File: config.mk
export PLATFORM = sky130hd
export DESIGN_NAME = branch_target_buffer_flat
export DESIGN_NICKNAME = d
export VERILOG_FILES = /design/src/rtl/branch_target_buffer_if.sv /design/src/rtl/branch_target_buffer.sv /design/src/flat_wrapper.sv
export SDC_FILE = /design/constraint.sdc
export NUM_CORES = 1
export LEC_CHECK = 0
export BUFFER_PORTS_ARGS = -buffer_cell sky130_fd_sc_hd__buf_2
export CAP_MARGIN = 20
export CORE_ASPECT_RATIO = 1.4
export CORE_MARGIN = 4
export CORE_UTILIZATION = 30
export CTS_CLUSTER_DIAMETER = 40
export DETAILED_ROUTE_END_ITERATION = 7
export GPL_ROUTABILITY_DRIVEN = 0
export GPL_TIMING_DRIVEN = 1
export SYNTH_ARGS = -nofsm -noshare
export SYNTH_HDL_FRONTEND = slang
export SYNTH_SLANG_ARGS = --single-unit
File: constraint.sdc
create_clock -name clk -period 10.2 [get_ports clk]
set_input_delay 2.04 -clock clk [delete_from_list [all_inputs] [get_ports clk]]
set_output_delay 2.04 -clock clk [all_outputs]
set_load 0.02 [all_outputs]
File: src/rtl/branch_target_buffer_if.sv
// Lookup, tracking-pipe and update signals between the fetch/predictor side and the BTB.
// The master modport drives lookups and updates; the slave modport is the BTB itself.
interface branch_target_buffer_if #(
    parameter int unsigned PC_W = 32
);
    logic            pc_s1_valid_unused;
    logic [PC_W-1:0] pc_s1;
    logic            stall;
    logic            flush;
    logic            hit_s1;
    logic            p_s1;
    logic [PC_W-1:0] target_s1;
    logic            hit_s4;
    logic            p_s4;
    logic [PC_W-1:0] pc_s4;
    logic [PC_W-1:0] target_s4;
    logic            deviated_s4;
    logic            write_rp;
    logic            write_rt;

    modport master (
        output pc_s1, stall, flush, pc_s4, target_s4, deviated_s4, write_rp, write_rt,
        input  hit_s1, p_s1, target_s1, hit_s4, p_s4
    );

    modport slave (
        input  pc_s1, stall, flush, pc_s4, target_s4, deviated_s4, write_rp, write_rt,
        output hit_s1, p_s1, target_s1, hit_s4, p_s4
    );
endinterface

File: src/rtl/branch_target_buffer.sv
// Direct-mapped branch target buffer with 2-bit saturating direction counters and a
// 3-deep tracking pipe that delivers each stage-1 lookup result to stage 4.
module branch_target_buffer #(
    parameter int unsigned PC_W  = 32,
    parameter int unsigned IDX_W = 4
) (
    input logic                   clk,
    input logic                   rst_n,
    branch_target_buffer_if.slave bus
);
    localparam int unsigned TAG_W   = PC_W - IDX_W - 2;
    localparam int unsigned ENTRIES = 2 ** IDX_W;

    logic             valid_q  [ENTRIES];
    logic             valid_d  [ENTRIES];
    logic [TAG_W-1:0] tag_q    [ENTRIES];
    logic [TAG_W-1:0] tag_d    [ENTRIES];
    logic [PC_W-1:0]  target_q [ENTRIES];
    logic [PC_W-1:0]  target_d [ENTRIES];
    logic [1:0]       cnt_q    [ENTRIES];
    logic [1:0]       cnt_d    [ENTRIES];

    // Tracking pipe: bit 0 is s2, bit 2 is s4.
    logic [2:0] pv_q, pv_d, ph_q, ph_d, pp_q, pp_d;

    logic [IDX_W-1:0] r_idx, w_idx;
    logic [TAG_W-1:0] r_tag, w_tag;
    logic             w_match;
    logic             unused_pc_lsbs;

    assign r_idx = bus.pc_s1[IDX_W+1:2];
    assign r_tag = bus.pc_s1[PC_W-1:IDX_W+2];
    assign w_idx = bus.pc_s4[IDX_W+1:2];
    assign w_tag = bus.pc_s4[PC_W-1:IDX_W+2];
    assign unused_pc_lsbs = ^{bus.pc_s1[1:0], bus.pc_s4[1:0]};

    assign bus.hit_s1    = valid_q[r_idx] && (tag_q[r_idx] == r_tag);
    assign bus.p_s1      = bus.hit_s1 && cnt_q[r_idx][1];
    assign bus.target_s1 = bus.hit_s1 ? target_q[r_idx] : '0;
    assign bus.hit_s4    = pv_q[2] && ph_q[2];
    assign bus.p_s4      = pv_q[2] && pp_q[2];

    assign w_match = valid_q[w_idx] && (tag_q[w_idx] == w_tag);

    always_comb begin
        valid_d  = valid_q;
        tag_d    = tag_q;
        target_d = target_q;
        cnt_d    = cnt_q;
        if (bus.write_rt) begin
            valid_d[w_idx]  = 1'b1;
            tag_d[w_idx]    = w_tag;
            target_d[w_idx] = bus.target_s4;
            cnt_d[w_idx]    = bus.deviated_s4 ? 2'b10 : 2'b01;
        end else if (bus.write_rp && w_match) begin
            if (bus.deviated_s4) begin
                if (cnt_q[w_idx] != 2'b11) cnt_d[w_idx] = cnt_q[w_idx] + 2'd1;
            end else begin
                if (cnt_q[w_idx] != 2'b00) cnt_d[w_idx] = cnt_q[w_idx] - 2'd1;
            end
        end
    end

    always_comb begin
        pv_d = pv_q;
        ph_d = ph_q;
        pp_d = pp_q;
        if (bus.flush) begin
            pv_d = '0;
            ph_d = '0;
            pp_d = '0;
        end else if (!bus.stall) begin
            pv_d = {pv_q[1:0], 1'b1};
            ph_d = {ph_q[1:0], bus.hit_s1};
            pp_d = {pp_q[1:0], bus.p_s1};
        end
    end

    always_ff @(posedge clk or negedge rst_n) begin
        if (!rst_n) begin
            for (int i = 0; i < ENTRIES; i++) begin
                valid_q[i]  <= 1'b0;
                tag_q[i]    <= '0;
                target_q[i] <= '0;
                cnt_q[i]    <= 2'b01;
            end
            pv_q <= '0;
            ph_q <= '0;
            pp_q <= '0;
        end else begin
            valid_q  <= valid_d;
            tag_q    <= tag_d;
            target_q <= target_d;
            cnt_q    <= cnt_d;
            pv_q     <= pv_d;
            ph_q     <= ph_d;
            pp_q     <= pp_d;
        end
    end
endmodule
File: src/flat_wrapper.sv
// flat-port wrapper written by rule: the top's interface ports become plain ports
module branch_target_buffer_flat 
#(
    parameter int unsigned PC_W  = 32,
    parameter int unsigned IDX_W = 4
)
  (clk, rst_n, bus_pc_s1, bus_stall, bus_flush, bus_pc_s4, bus_target_s4, bus_deviated_s4, bus_write_rp, bus_write_rt, bus_hit_s1, bus_p_s1, bus_target_s1, bus_hit_s4, bus_p_s4);
  branch_target_buffer_if #(.PC_W(PC_W)) bus_i ();
  input logic clk;
  input logic rst_n;
  input wire logic [$bits(bus_i.pc_s1)-1:0] bus_pc_s1;
  input wire logic [$bits(bus_i.stall)-1:0] bus_stall;
  input wire logic [$bits(bus_i.flush)-1:0] bus_flush;
  input wire logic [$bits(bus_i.pc_s4)-1:0] bus_pc_s4;
  input wire logic [$bits(bus_i.target_s4)-1:0] bus_target_s4;
  input wire logic [$bits(bus_i.deviated_s4)-1:0] bus_deviated_s4;
  input wire logic [$bits(bus_i.write_rp)-1:0] bus_write_rp;
  input wire logic [$bits(bus_i.write_rt)-1:0] bus_write_rt;
  output wire logic [$bits(bus_i.hit_s1)-1:0] bus_hit_s1;
  output wire logic [$bits(bus_i.p_s1)-1:0] bus_p_s1;
  output wire logic [$bits(bus_i.target_s1)-1:0] bus_target_s1;
  output wire logic [$bits(bus_i.hit_s4)-1:0] bus_hit_s4;
  output wire logic [$bits(bus_i.p_s4)-1:0] bus_p_s4;
  assign bus_i.pc_s1 = bus_pc_s1;
  assign bus_i.stall = bus_stall;
  assign bus_i.flush = bus_flush;
  assign bus_i.pc_s4 = bus_pc_s4;
  assign bus_i.target_s4 = bus_target_s4;
  assign bus_i.deviated_s4 = bus_deviated_s4;
  assign bus_i.write_rp = bus_write_rp;
  assign bus_i.write_rt = bus_write_rt;
  assign bus_hit_s1 = bus_i.hit_s1;
  assign bus_p_s1 = bus_i.p_s1;
  assign bus_target_s1 = bus_i.target_s1;
  assign bus_hit_s4 = bus_i.hit_s4;
  assign bus_p_s4 = bus_i.p_s4;
  branch_target_buffer #(.PC_W(PC_W), .IDX_W(IDX_W)) u_core (.clk(clk), .rst_n(rst_n), .bus(bus_i));
endmodule
==> flow_metrics.py <==
metrics = {
    "detailed_routing": {
        "vias": 29700,
        "antenna_left": 0,
        "wire_per_inst_um": 25.5,
        "vias_per_cell": 5.33,
        "drc": 0,
        "finalWirelength_um": 142000,
        "initialDrtViolationCount": 2097,
        "drt-pass1-iter-count": 7,
    },
    "worst_setup_path": {
        "r2r_setup_slack_ns": 5.93,
        "start_kind": "input pin",
        "required_ns": 8.16,
        "crit_fanout": 74,
        "crit_path_end": "bus_target_s1[23]",
        "r2r_start": "u_core.cnt_q[25]$_DFFE_PN0P_",
        "reg2reg_depth": 10,
        "r2r_end": "u_core.cnt_q[19]$_DFFE_PN0P_",
        "cp.arrival_ns": 6.08,
        "crit_path_end_kind": "primary output",
        "crit_start": "bus_pc_s1[2]",
        "path_class": "in2out",
    },
    "timing": {
        "fin_skew_ns": 0.0517,
        "slew_violations": 0,
        "max_slew_margin_pct": 20.8,
        "worstMarginPinSlew_ns": 1.19,
        "setup_tns_ns": 0,
        "fin_crit_sh_pct": 79.6,
        "rsz0062_at_grt": "false",
        "hold_viol_final": 0,
        "min_period_ns": 8.12,
        "setup_viol": 0,
        "max_freq_ghz": 0.123,
    },
    "power": {
        "power_switching_uw": 3430,
        "seq_power_share_pct": 41.2,
        "sw_frac_of_total_pct": 26.2,
        "irDropWorstVdd_v": 0.000196,
        "combPwrFrac_pct": 18.2,
        "p_leak_uw": 0.0239,
        "intPower_uw": 9680,
        "clkPwrFrac_pct": 40.5,
        "power.density_nw_per_um2": 231,
    },
    "finish": {
        "final_area_sq_um": 56700,
        "layout.nets": 3440,
        "drive_gt1_share_pct": 50.8,
        "n_fill_cell": 15300,
        "final_util_pct": 35.2,
        "area_growth_pct": 16.4,
    },
    "clock_tree": {
        "cts_tree": "built",
        "cts.sinks": 985,
        "clk_latency_ns": 0.76,
        "max-clock-path-buffers": 3,
        "path_clk_slew_ns": 0.05,
        "htree_levels": 4,
        "clock-root-buffer": "clkbuf_16",
        "cts_made_buffers": 146,
        "hold_buffers": 0,
        "post_cts_buffers": 0,
        "post_cts_resized": 0,
    },
    "global_routing": {
        "antenna_found_initial": 37,
        "grt_use_total_pct": 16.8,
        "grt-ovfl-total": 0,
        "grt_pass1_wl_um": 214000,
        "grt_pass1_vias": 31600,
        "grt_max_degree": 179,
    },
    "logic_synthesis": {
        "syn_inst": 3295,
        "synth_compound_area_share_pct": 1.43,
        "yosys.area_share.simple_pct": 4.48,
        "synth-adder-area-share_pct": 0.0514,
        "synth_top_family_by_area": "multiplexers",
        "synth-seq-cells": 985,
        "synthFlopType": "dfrtp_1",
        "synthArstFlopShare_pct": 100,
        "yosysWarnings": 0,
        "syn_avg_cell_area_sq_um": 14.8,
        "netlist-cell-type-count": 52,
        "syn_area_sq_um": 48700,
        "synthMuxAreaShare_pct": 39.6,
        "synth-edff-count": 0,
        "synth_xor_area_share_pct": 0.989,
        "synthesis.nets": 3400,
        "yosysSeqAreaShare_pct": 50.7,
    },
    "placement": {
        "placed_cell_area_sq_um": 51400,
        "detailed_place_hpwl_um": 81500,
        "port_buffers": 134,
    },
    "die": {
        "fp.dieW_um": 348,
        "rows": 174,
        "initial_core_util_pct": 30.3,
        "fp.dieH_um": 485,
        "die_area_sq_um": 169000,
        "fp.coreArea_sq_um": 161000,
        "pin_count": 139,
    },
    "outcome": {
        "status": "finished, final reports clean",
    },
    "min_path": {
        "hp-class": "reg2reg",
    },
    "flow_run": {
        "maxCapViolCount": 0,
    },
}
==> through the flow <==
step	total power, uW	hold slack, ns	setup WS, ns	instances
2_1_floorplan	7110	0.441	3.23	3295
3_3_place_gp	7770	0.455	1.92	5297
3_5_place_dp	7870	0.462	1.92	5297
4_1_cts	13200	0.476	1.91	5562
5_1_grt	13700	0.488	1.73	5564
6_report	13100	0.474	2.08	5571
==> power groups by stage <==
stage          Clock, uW  Sequential, uW  Combinational [uW]
2_1_floorplan          0            5250                1860
3_3_place_gp           0            5410                2360
3_5_place_dp           0            5460                2410
4_1_cts             5430            5390                2420
5_1_grt             5610            5510                2590
6_report            5320            5410                2390
==> per-layer routing <==
layer	up-vias	wire, um	track usage [%]
met3	286	7730	2.90
met5	-	101	0
met4	14	4520	5.51
li1	12300	-	-
met1	16200	61000	22.8
met2	911	68600	27.4
==> logic make-up after synthesis <==
group | after synthesis
muxes | 1321
DFF | 985
and+or+nand+nor | 503
buffers and inverters | 320
AOI/OAI and AO/OA | 109
xor gates and xnor gates | 55
adders and majority gates | 2
==> area by class of cell <==
cell class	count	area [sq um]	area share, %
clock buffer	182	4060	7.17
inverter	12	47.5	0.0839
tap	2112	2640	4.66
antenna	7	17.5	0.0309
timing repair buffer	200	1290	2.28
multi-input combinational	1990	22800	40.2
sequential	985	24700	43.5
clock inverter	83	1150	2.03
==> cells in the mapped netlist, types with 5 or more instances <==
cell / instances / area, sq um
mux2_2: 848 / 9550
buf_6: 8 / 90.1
nor4b_1: 6 / 52.6
inv_1: 10 / 37.5
dfstp_2: 16 / 420
a21oi_1: 20 / 100
nor2_1: 41 / 154
nand3_1: 6 / 30.0
nand2_1: 353 / 1330
a31oi_1: 13 / 81.3
nor3_1: 5 / 25.0
clkbuf_1: 215 / 807
o22ai_1: 8 / 50.1
xor2_1: 17 / 149
mux4_2: 398 / 8960
nand4_1: 9 / 56.3
a22o_1: 5 / 43.8
nand2b_1: 10 / 62.6
buf_4: 14 / 105
o21ai_0: 31 / 155
xnor2_1: 38 / 333
nor2b_1: 7 / 43.8
and3_1: 34 / 213
or2_2: 18 / 113
buf_1: 29 / 109
mux2i_1: 75 / 751
buf_2: 42 / 210
a22oi_1: 8 / 60.1
dfrtp_1: 969 / 24200
==> critical path, stage by stage <==
cell and delay [ns]:
buf_8 0.64, buf_4 0.53, buf_4 0.60, mux4_2 0.61
mux4_2 0.56, nand4_1 0.14, nor4_2 0.05, buf_4 0.32
and3_1 0.26, buf_2 0.16
==> worst min path at each step <==
stage	start	endpoint	slack (ns)	depth (start not counted)
after detailed placement	u_core.target_q[245]$_DFFE_PN0P_	u_core.target_q[245]$_DFFE_PN0P_	0.46	2
after global placement	u_core.target_q[243]$_DFFE_PN0P_	u_core.target_q[243]$_DFFE_PN0P_	0.46	2
after floorplan	u_core.target_q[511]$_DFFE_PN0P_	u_core.target_q[511]$_DFFE_PN0P_	0.44	2
after CTS	u_core.target_q[497]$_DFFE_PN0P_	u_core.target_q[497]$_DFFE_PN0P_	0.48	2
after global routing	u_core.target_q[238]$_DFFE_PN0P_	u_core.target_q[238]$_DFFE_PN0P_	0.49	2
final	u_core.target_q[253]$_DFFE_PN0P_	u_core.target_q[253]$_DFFE_PN0P_	0.47	2
==> layout by cell type (no fill, tap or decap), drive strengths merged, types with 34 or more instances in the layout <==
cell type,Yosys,layout
mux2,848,848
buf,93,200
xnor2,38,38
and3,34,34
dfrtp,969,969
clkbuf,215,182
mux4,398,398
nor2,41,41
nand2,353,353
mux2i,75,75
==> flip-flops by register name, indices dropped and copies added, names as in the netlist <==
register         count
u_core.target_q    512
u_core.tag_q       416
u_core.cnt_q        32
u_core.valid_q      16
u_core.ph_q          3
u_core.pp_q          3
u_core.pv_q          3
(Power assumes the default switching activity.)
